--- config.mk ---
export PLATFORM = sky130hd
export DESIGN_NAME = gf163_digit_serial_mult
export DESIGN_NICKNAME = d
export VERILOG_FILES = /design/src/rtl/gf163_pkg.sv /design/src/rtl/gf2_digit_mult.sv /design/src/rtl/gf163_digit_serial_mult.sv
export SDC_FILE = /design/constraint.sdc
export NUM_CORES = 2
export LEC_CHECK = 0
export BUFFER_PORTS_ARGS = -buffer_cell sky130_fd_sc_hd__buf_4
export CAP_MARGIN = 20
export CORE_MARGIN = 4
export CORE_UTILIZATION = 55
export DETAILED_ROUTE_END_ITERATION = 8
export PLACE_DENSITY_LB_ADDON = 0.3
export SETUP_SLACK_MARGIN = 0.05
export SYNTH_ARGS = -nofsm -noshare
export SYNTH_HDL_FRONTEND = slang
export SYNTH_SLANG_ARGS = --single-unit
--- constraint.sdc ---
create_clock -name clk -period 4.05 [get_ports clk]
set_clock_uncertainty 0.15 [all_clocks]
set_input_delay 0.81 -clock clk [delete_from_list [all_inputs] [get_ports clk]]
set_output_delay 0.81 -clock clk [all_outputs]
set_load 0.05 [all_outputs]
--- src/rtl/gf163_pkg.sv ---
// Shared definitions for the GF(2^163) datapath: field sizes, field polynomial,
// multiplier state type and digit-count helper.
package gf163_pkg;

    localparam int unsigned M      = 163;
    localparam int unsigned PROD_W = 2 * M - 1;

    // x^163 + x^7 + x^6 + x^3 + 1
    localparam logic [M:0] FIELD_POLY = {1'b1, 155'd0, 8'hC9};

    typedef enum logic [1:0] {
        IDLE,
        RUN,
        DONE
    } state_t;

    function automatic int unsigned num_digits(input int unsigned m, input int unsigned d);
        return (m + d - 1) / d;
    endfunction

endpackage

--- src/rtl/gf2_digit_mult.sv ---
// Combinational M x DIGIT carry-less partial product: XOR of a shifted by each
// set bit of the digit.
module gf2_digit_mult #(
    parameter int unsigned M     = 163,
    parameter int unsigned DIGIT = 8
) (
    input  logic [M-1:0]       a,
    input  logic [DIGIT-1:0]   d,
    output logic [M+DIGIT-2:0] pp
);

    localparam int unsigned PP_W = M + DIGIT - 1;

    logic [PP_W-1:0] a_ext;

    always_comb begin
        a_ext = PP_W'(a);
        pp    = '0;
        for (int unsigned i = 0; i < DIGIT; i++) begin
            if (d[i]) begin
                pp = pp ^ (a_ext << i);
            end
        end
    end

endmodule

--- src/rtl/gf163_digit_serial_mult.sv ---
// Digit-serial carry-less multiplier: consumes DIGIT bits of b per cycle, MSB
// first, and presents the unreduced 2M-1 bit product with a done pulse.
module gf163_digit_serial_mult
    import gf163_pkg::*;
#(
    parameter int unsigned M     = 163,
    parameter int unsigned DIGIT = 8
) (
    input  logic           clk,
    input  logic           rst_n,
    input  logic           start,
    input  logic [M-1:0]   a,
    input  logic [M-1:0]   b,
    output logic [2*M-2:0] p,
    output logic           busy,
    output logic           done
);

    localparam int unsigned NUM_DIGITS = num_digits(M, DIGIT);
    localparam int unsigned BPAD_W     = NUM_DIGITS * DIGIT;
    localparam int unsigned PW         = 2 * M - 1;
    localparam int unsigned PP_W       = M + DIGIT - 1;
    localparam int unsigned CNT_W      = $clog2(NUM_DIGITS);

    state_t            state;
    logic [M-1:0]      a_reg;
    logic [BPAD_W-1:0] b_reg;
    logic [PW-1:0]     acc;
    logic [PW-1:0]     acc_next;
    logic [CNT_W-1:0]  cnt;
    logic [DIGIT-1:0]  b_digit;
    logic [PP_W-1:0]   pp;

    // b is shifted left each RUN cycle, so the current digit is always at the top
    assign b_digit = b_reg[BPAD_W-1 -: DIGIT];

    gf2_digit_mult #(
        .M     (M),
        .DIGIT (DIGIT)
    ) u_digit_mult (
        .a  (a_reg),
        .d  (b_digit),
        .pp (pp)
    );

    always_comb begin
        acc_next = (acc << DIGIT) ^ PW'(pp);
    end

    always_ff @(posedge clk) begin
        if (!rst_n) begin
            state <= IDLE;
            p     <= '0;
            busy  <= 1'b0;
            done  <= 1'b0;
            acc   <= '0;
            cnt   <= '0;
            a_reg <= '0;
            b_reg <= '0;
        end else begin
            case (state)
                IDLE, DONE: begin
                    done <= 1'b0;
                    if (start) begin
                        a_reg <= a;
                        b_reg <= BPAD_W'(b);
                        acc   <= '0;
                        cnt   <= CNT_W'(NUM_DIGITS - 1);
                        busy  <= 1'b1;
                        state <= RUN;
                    end else begin
                        state <= IDLE;
                    end
                end
                RUN: begin
                    acc   <= acc_next;
                    b_reg <= b_reg << DIGIT;
                    if (cnt == '0) begin
                        p     <= acc_next;
                        busy  <= 1'b0;
                        done  <= 1'b1;
                        state <= DONE;
                    end else begin
                        cnt <= cnt - 1'b1;
                    end
                end
                default: begin
                    state <= IDLE;
                end
            endcase
        end
    end

endmodule
# [Word level (Yosys, flattened, before mapping)]
# Cells that the tools add are included.
[totals] elab_cells=55 register_bits=982 out_inout_bits=327 inputBits=329
[op_classes] reduce_logical=10 n_mux=23 n_bitwise=8 n_eq_ne=5 n_addsub=1
[op_table] op="170-bit two-way mux" count=7
[op_table] op="317-bit case mux with 2 select lines" count=1
[op_table] op="168-bit case mux with 2 select lines" count=1
[op_table] op="325-bit by 170-bit XOR with 325-bit output" count=1
[op_table] op="317-bit two-way mux" count=1
[op_table] op="170-bit by 164-bit XOR with 170-bit output" count=1
[op_table] op="170-bit by 165-bit XOR with 170-bit output" count=1
[op_table] op="170-bit by 166-bit XOR with 170-bit output" count=1
[op_table] op="170-bit by 167-bit XOR with 170-bit output" count=1
[op_table] op="170-bit by 168-bit XOR with 170-bit output" count=1
[op_table] op="170-bit by 169-bit XOR with 170-bit output" count=1
[op_table] op="170-bit XOR" count=1
[op_table] op="168-bit two-way mux" count=1
[op_table] op="163-bit two-way mux" count=1
[op_table] op="5-bit two-way mux" count=2
[op_table] op="5-bit case mux with 2 select lines" count=1
[op_table] op="2-bit AND reduction" count=4
[op_table] op="2-bit != test (second input constant)" count=3
[op_table] op="3-bit AND reduction" count=2
[op_table] op="5-bit zero test" count=1
[op_table] op="5-bit by 1-bit subtractor with 5-bit output (second input constant)" count=1
[op_table] op="1-bit two-way mux" count=4
[op_table] op="1-bit case mux with 2 select lines" count=2
[op_table] op="2-bit case mux with 2 select lines" count=1
[op_table] op="6 further kinds" count=6

# [Logic depth before layout (Yosys ltp)]
[depth] ltp_word=17 depth_mapped=9 ltp_nobuf=8

# [Cells and area by module]
# From an unflattened synthesis, not the netlist that was laid out.
[hier_totals] hier_cells=7469 area_unflattened_um2=54099.4
[modules_own_cells] mod="gf163_digit_serial_mult" instances=1 cells_each=4725 seq_area_each_um2=19658.9 area_each_um2=37696.2
[modules_own_cells] mod="gf2_digit_mult" instances=1 cells_each=2744 seq_area_each_um2=0.0 area_each_um2=16403.2

# [Worst setup path before layout]
# No wires, ideal clock.
[synth_path] path_type="input port to flip-flop" start="in start" end="reg b_reg[133]" stages=7 path_buffers=3 required_ns=3.824 arrival_ns=1.956 setup_ns=0.076 path_slack_ns=1.868 cell_sequence="nor2b_1 > clkbuf_1 > nor2_1 > buf_2 > clkbuf_1 > nand2_1 > a21boi_0"
[synth_via] elab_chain_len=2
[synth_lines] element="from (decl)" line="gf163_digit_serial_mult.sv:11" source="input logic start,"
[synth_lines] element="2-bit != test (no source line)"
[synth_lines] element="2-bit AND reduction (no source line)"
[synth_lines] element="to (signal assigned)" line="gf163_digit_serial_mult.sv:66" source="b_reg <= BPAD_W'(b);"
[synth_lines] element="to (signal assigned)" line="gf163_digit_serial_mult.sv:77" source="b_reg <= b_reg << DIGIT;"
[synth_lines] element="to (decl)" line="gf163_digit_serial_mult.sv:27" source="logic [BPAD_W-1:0] b_reg;"
# Every way passes these cells.
# A chain may end at the register's enable or synchronous reset.

# [Final worst setup path]
[layout_path] start="reg state[0]" end="reg acc[25]"
[layout_via] elab_chain_len=4 elab_cells_between_ends=8 cone_classes="eq/ne (3); mux (1); reduce/logical (4)"
[layout_lines] element="from (decl)" line="gf163_digit_serial_mult.sv:25" source="state_t state;"
[layout_lines] element="from (signal assigned)" line="gf163_digit_serial_mult.sv:52" source="state <= IDLE;"
[layout_lines] element="from (signal assigned)" line="gf163_digit_serial_mult.sv:70" source="state <= RUN;"
[layout_lines] element="from (signal assigned)" line="gf163_digit_serial_mult.sv:72" source="state <= IDLE;"
[layout_lines] element="2-bit == test or 2-bit zero test (tied branches)" line="gf163_digit_serial_mult.sv:61" source="case (state)"
[layout_lines] element="2-bit OR reduction" line="gf163_digit_serial_mult.sv:61"
[layout_lines] element="2-bit != test (no source line) or 2-bit nonzero test (tied branches)"
[layout_lines] element="2-bit AND reduction (no source line)"
[layout_lines] element="to (signal assigned)" line="gf163_digit_serial_mult.sv:76" source="acc <= acc_next;"
[layout_lines] element="to (decl)" line="gf163_digit_serial_mult.sv:28" source="logic [PW-1:0] acc;"
# Several ways; a longest one is shown, not always the timed one.

==> metrics.txt <==
via count=about 43000; area grow syn2layout=16.33%; max reg flops=approximately 330; antenna violations before repair=28; Tot GR Track Use=0.2883; Main synth FF type=dfxtp_1; WP data required=4440 ps; Worst-path clk slew=70 ps; Clock Latency Late Sink=between 600 and 700 ps; Ys Warns=0; CTS sink count=between 900 and 1000; critical path type=register to register; width of the die=311.7 microns; chip height=311.7 microns; area of the core=about 90000 sq um; row count=111; CTS tree=yes; Final ANT Viol Nets=0; RSZ-0062 raised after global routing=false; IO buf count=655; Starting Density=0.5536; shortest period the worst path allows=~2900 ps; CP max FO=170; hold_ws=231.7 ps; Setup-failing EPs final=0; outcome=finished clean; # hold bufs at CTS=0; HPWL after DPL=roughly 100000 microns; Post-Layout Cell Count=7542; post-DR wirelength/cell=19.47 microns; max-slew violation count=0; Placer Congestion=0.8519; Startpoint Class=register; Slew headroom=0.2833; most common library cells after synthesis=1818 x nand2_1, 982 x dfxtp_1, 967 x xnor2_1; synth top area cells=dfxtp_1 39%, xnor2_1 17%, nand2_1 13%; first-pass GRT wire length=229800 microns; final instance area=about 59000 sq um; FF/Latch Area=19690 sq um; PwrDens=383.1 nW/um^2; post_cts resized=0; CTS root buffer=clkbuf_16; Netlist cell types=30; Cells after DPL=7331; post-synth top area share=0.3874; Final period util=0.7176; number of global-route vias before repair=40560; final core utilization=0.6440; Bufs on Longest Clock Path=3; CP endpoint kind=register; largest net degree at the start of global routing=between 200 and 250; Mapped Cells=6023; EDFF count, synth=0; fmax=between 0.3 and 0.4 GHz; Min-Delay Path Class=input pin to register; post-synthesis sequential area ratio=0.3874; mean post-synth cell area=8.425 sq um; FF+latch count, synth=just under 1000; final setup TNS=0 ps; buffers inserted by post-CTS timing repair=0; area occupied by multi-input gates=roughly 29000 sq um; Final Hold Viols=0; Critical Path AT=3290 ps; Peak VDD IR=350.4 uV; nets=6580; MaxCap Viol Count=0; Syn Std Cell Area=slightly above 50000 sq um; total CTS buffers=102; grt total ovfl=0; most instantiated library cell after synthesis=nand2_1; fill count=7698; Worst Tran Pin Value=about 1100 ps; static leakage=20.08 nW; first-pass iteration count of the detailed router=8; Vias/cell=5.643; htree depth=3; die area=97180 sq um; starting DRC count in detailed routing=4507; Synth async-reset ratio=0; share of cells above drive strength 1=0.1427; Ports=656; leading area contributor after synthesis=dfxtp_1; Synth Net Count=6354; final WL=146900 microns; placed inst area=55490 sq um; DRC=0
## cell usage in the layout (no fill, tap or decap), types with 3 or more instances in the layout
master     count
nand2_1     1818
nand3_1        5
and2_1         4
clkinv_4       3
nor2b_1      164
clkbuf_16    103
clkbuf_8      22
dfxtp_1      974
bufinv_16      9
clkbuf_1      20
dfxtp_4        8
inv_1          3
a22o_1       467
o21ai_0       14
clkinv_2      25
diode_2       21
xnor2_1      967
a21boi_0     328
buf_12        31
xor2_1       330
a22oi_1      317
a21oi_1        3
nor2_1         3
buf_4        685
inv_6          4
## kinds of logic after synthesis
| group | count (synthesis) | share of synthesized area |
|---|---|---|
| AO/OA/AOI/OAI | 1138 | 0.1791 |
| buffers and inverters | 599 | 0.05163 |
| adder cells (fa/ha/maj) | 2 | 0.0004931 |
| flip-flops | 982 | 0.3874 |
| AND/OR/NAND/NOR | 2005 | 0.1575 |
| XOR/XNOR | 1297 | 0.2239 |
## cell type report
cell class / count / share of cell area
diodes: 21 / 0.0008903
clock buffers: 145 / 0.05007
well taps: 1186 / 0.02514
flip-flops and latches: 982 / 0.3336
inverters: 4 / 0.0003816
multi-input cells: 4442 / 0.4831
clock inverters: 45 / 0.008988
repair buffers: 717 / 0.09789
## routing by layer
layer / GRT usage / part of all wire
met1: 0.3826 / 0.42
met2: 0.4640 / 0.46
met3: 0.05274 / 0.077
met4: 0.1190 / 0.041
met5: 0 / 0.00048
## worst paths after layout
kind	cells past startpoint	from	to	slack (ps)
max	5	state[0]	acc[25]	1140
min reg2reg	2	p[5]	p[5]	300
max reg2reg	5	state[0]	acc[25]	1140
min	3	a[141]	a_reg[141]	230
## per-stage QoR
stage / setup slack, ps / power, mW
after floorplan: 1868 / 12.20
after global placement: 1337 / 13.06
after detailed placement: 1280 / 13.11
after CTS: 1278 / 22.74
after global routing: 1102 / 23.40
final: 1144 / 22.61
## where the power goes
group,switching [mW],leakage (nW),internal [mW]
clock network,4.01,1.73,5.67
registers,0.476,7.97,9.96
logic,1.56,10.4,0.942
total,6.04,20.1,16.6
## worst max-delay path, cell delays in order (launching register included)
cell and delay, ps:
dfxtp_1 440, nor2b_4 520, buf_12 510, nor2_4 90, buf_12 260, a22o_1 450
(Power assumes the default switching activity.)
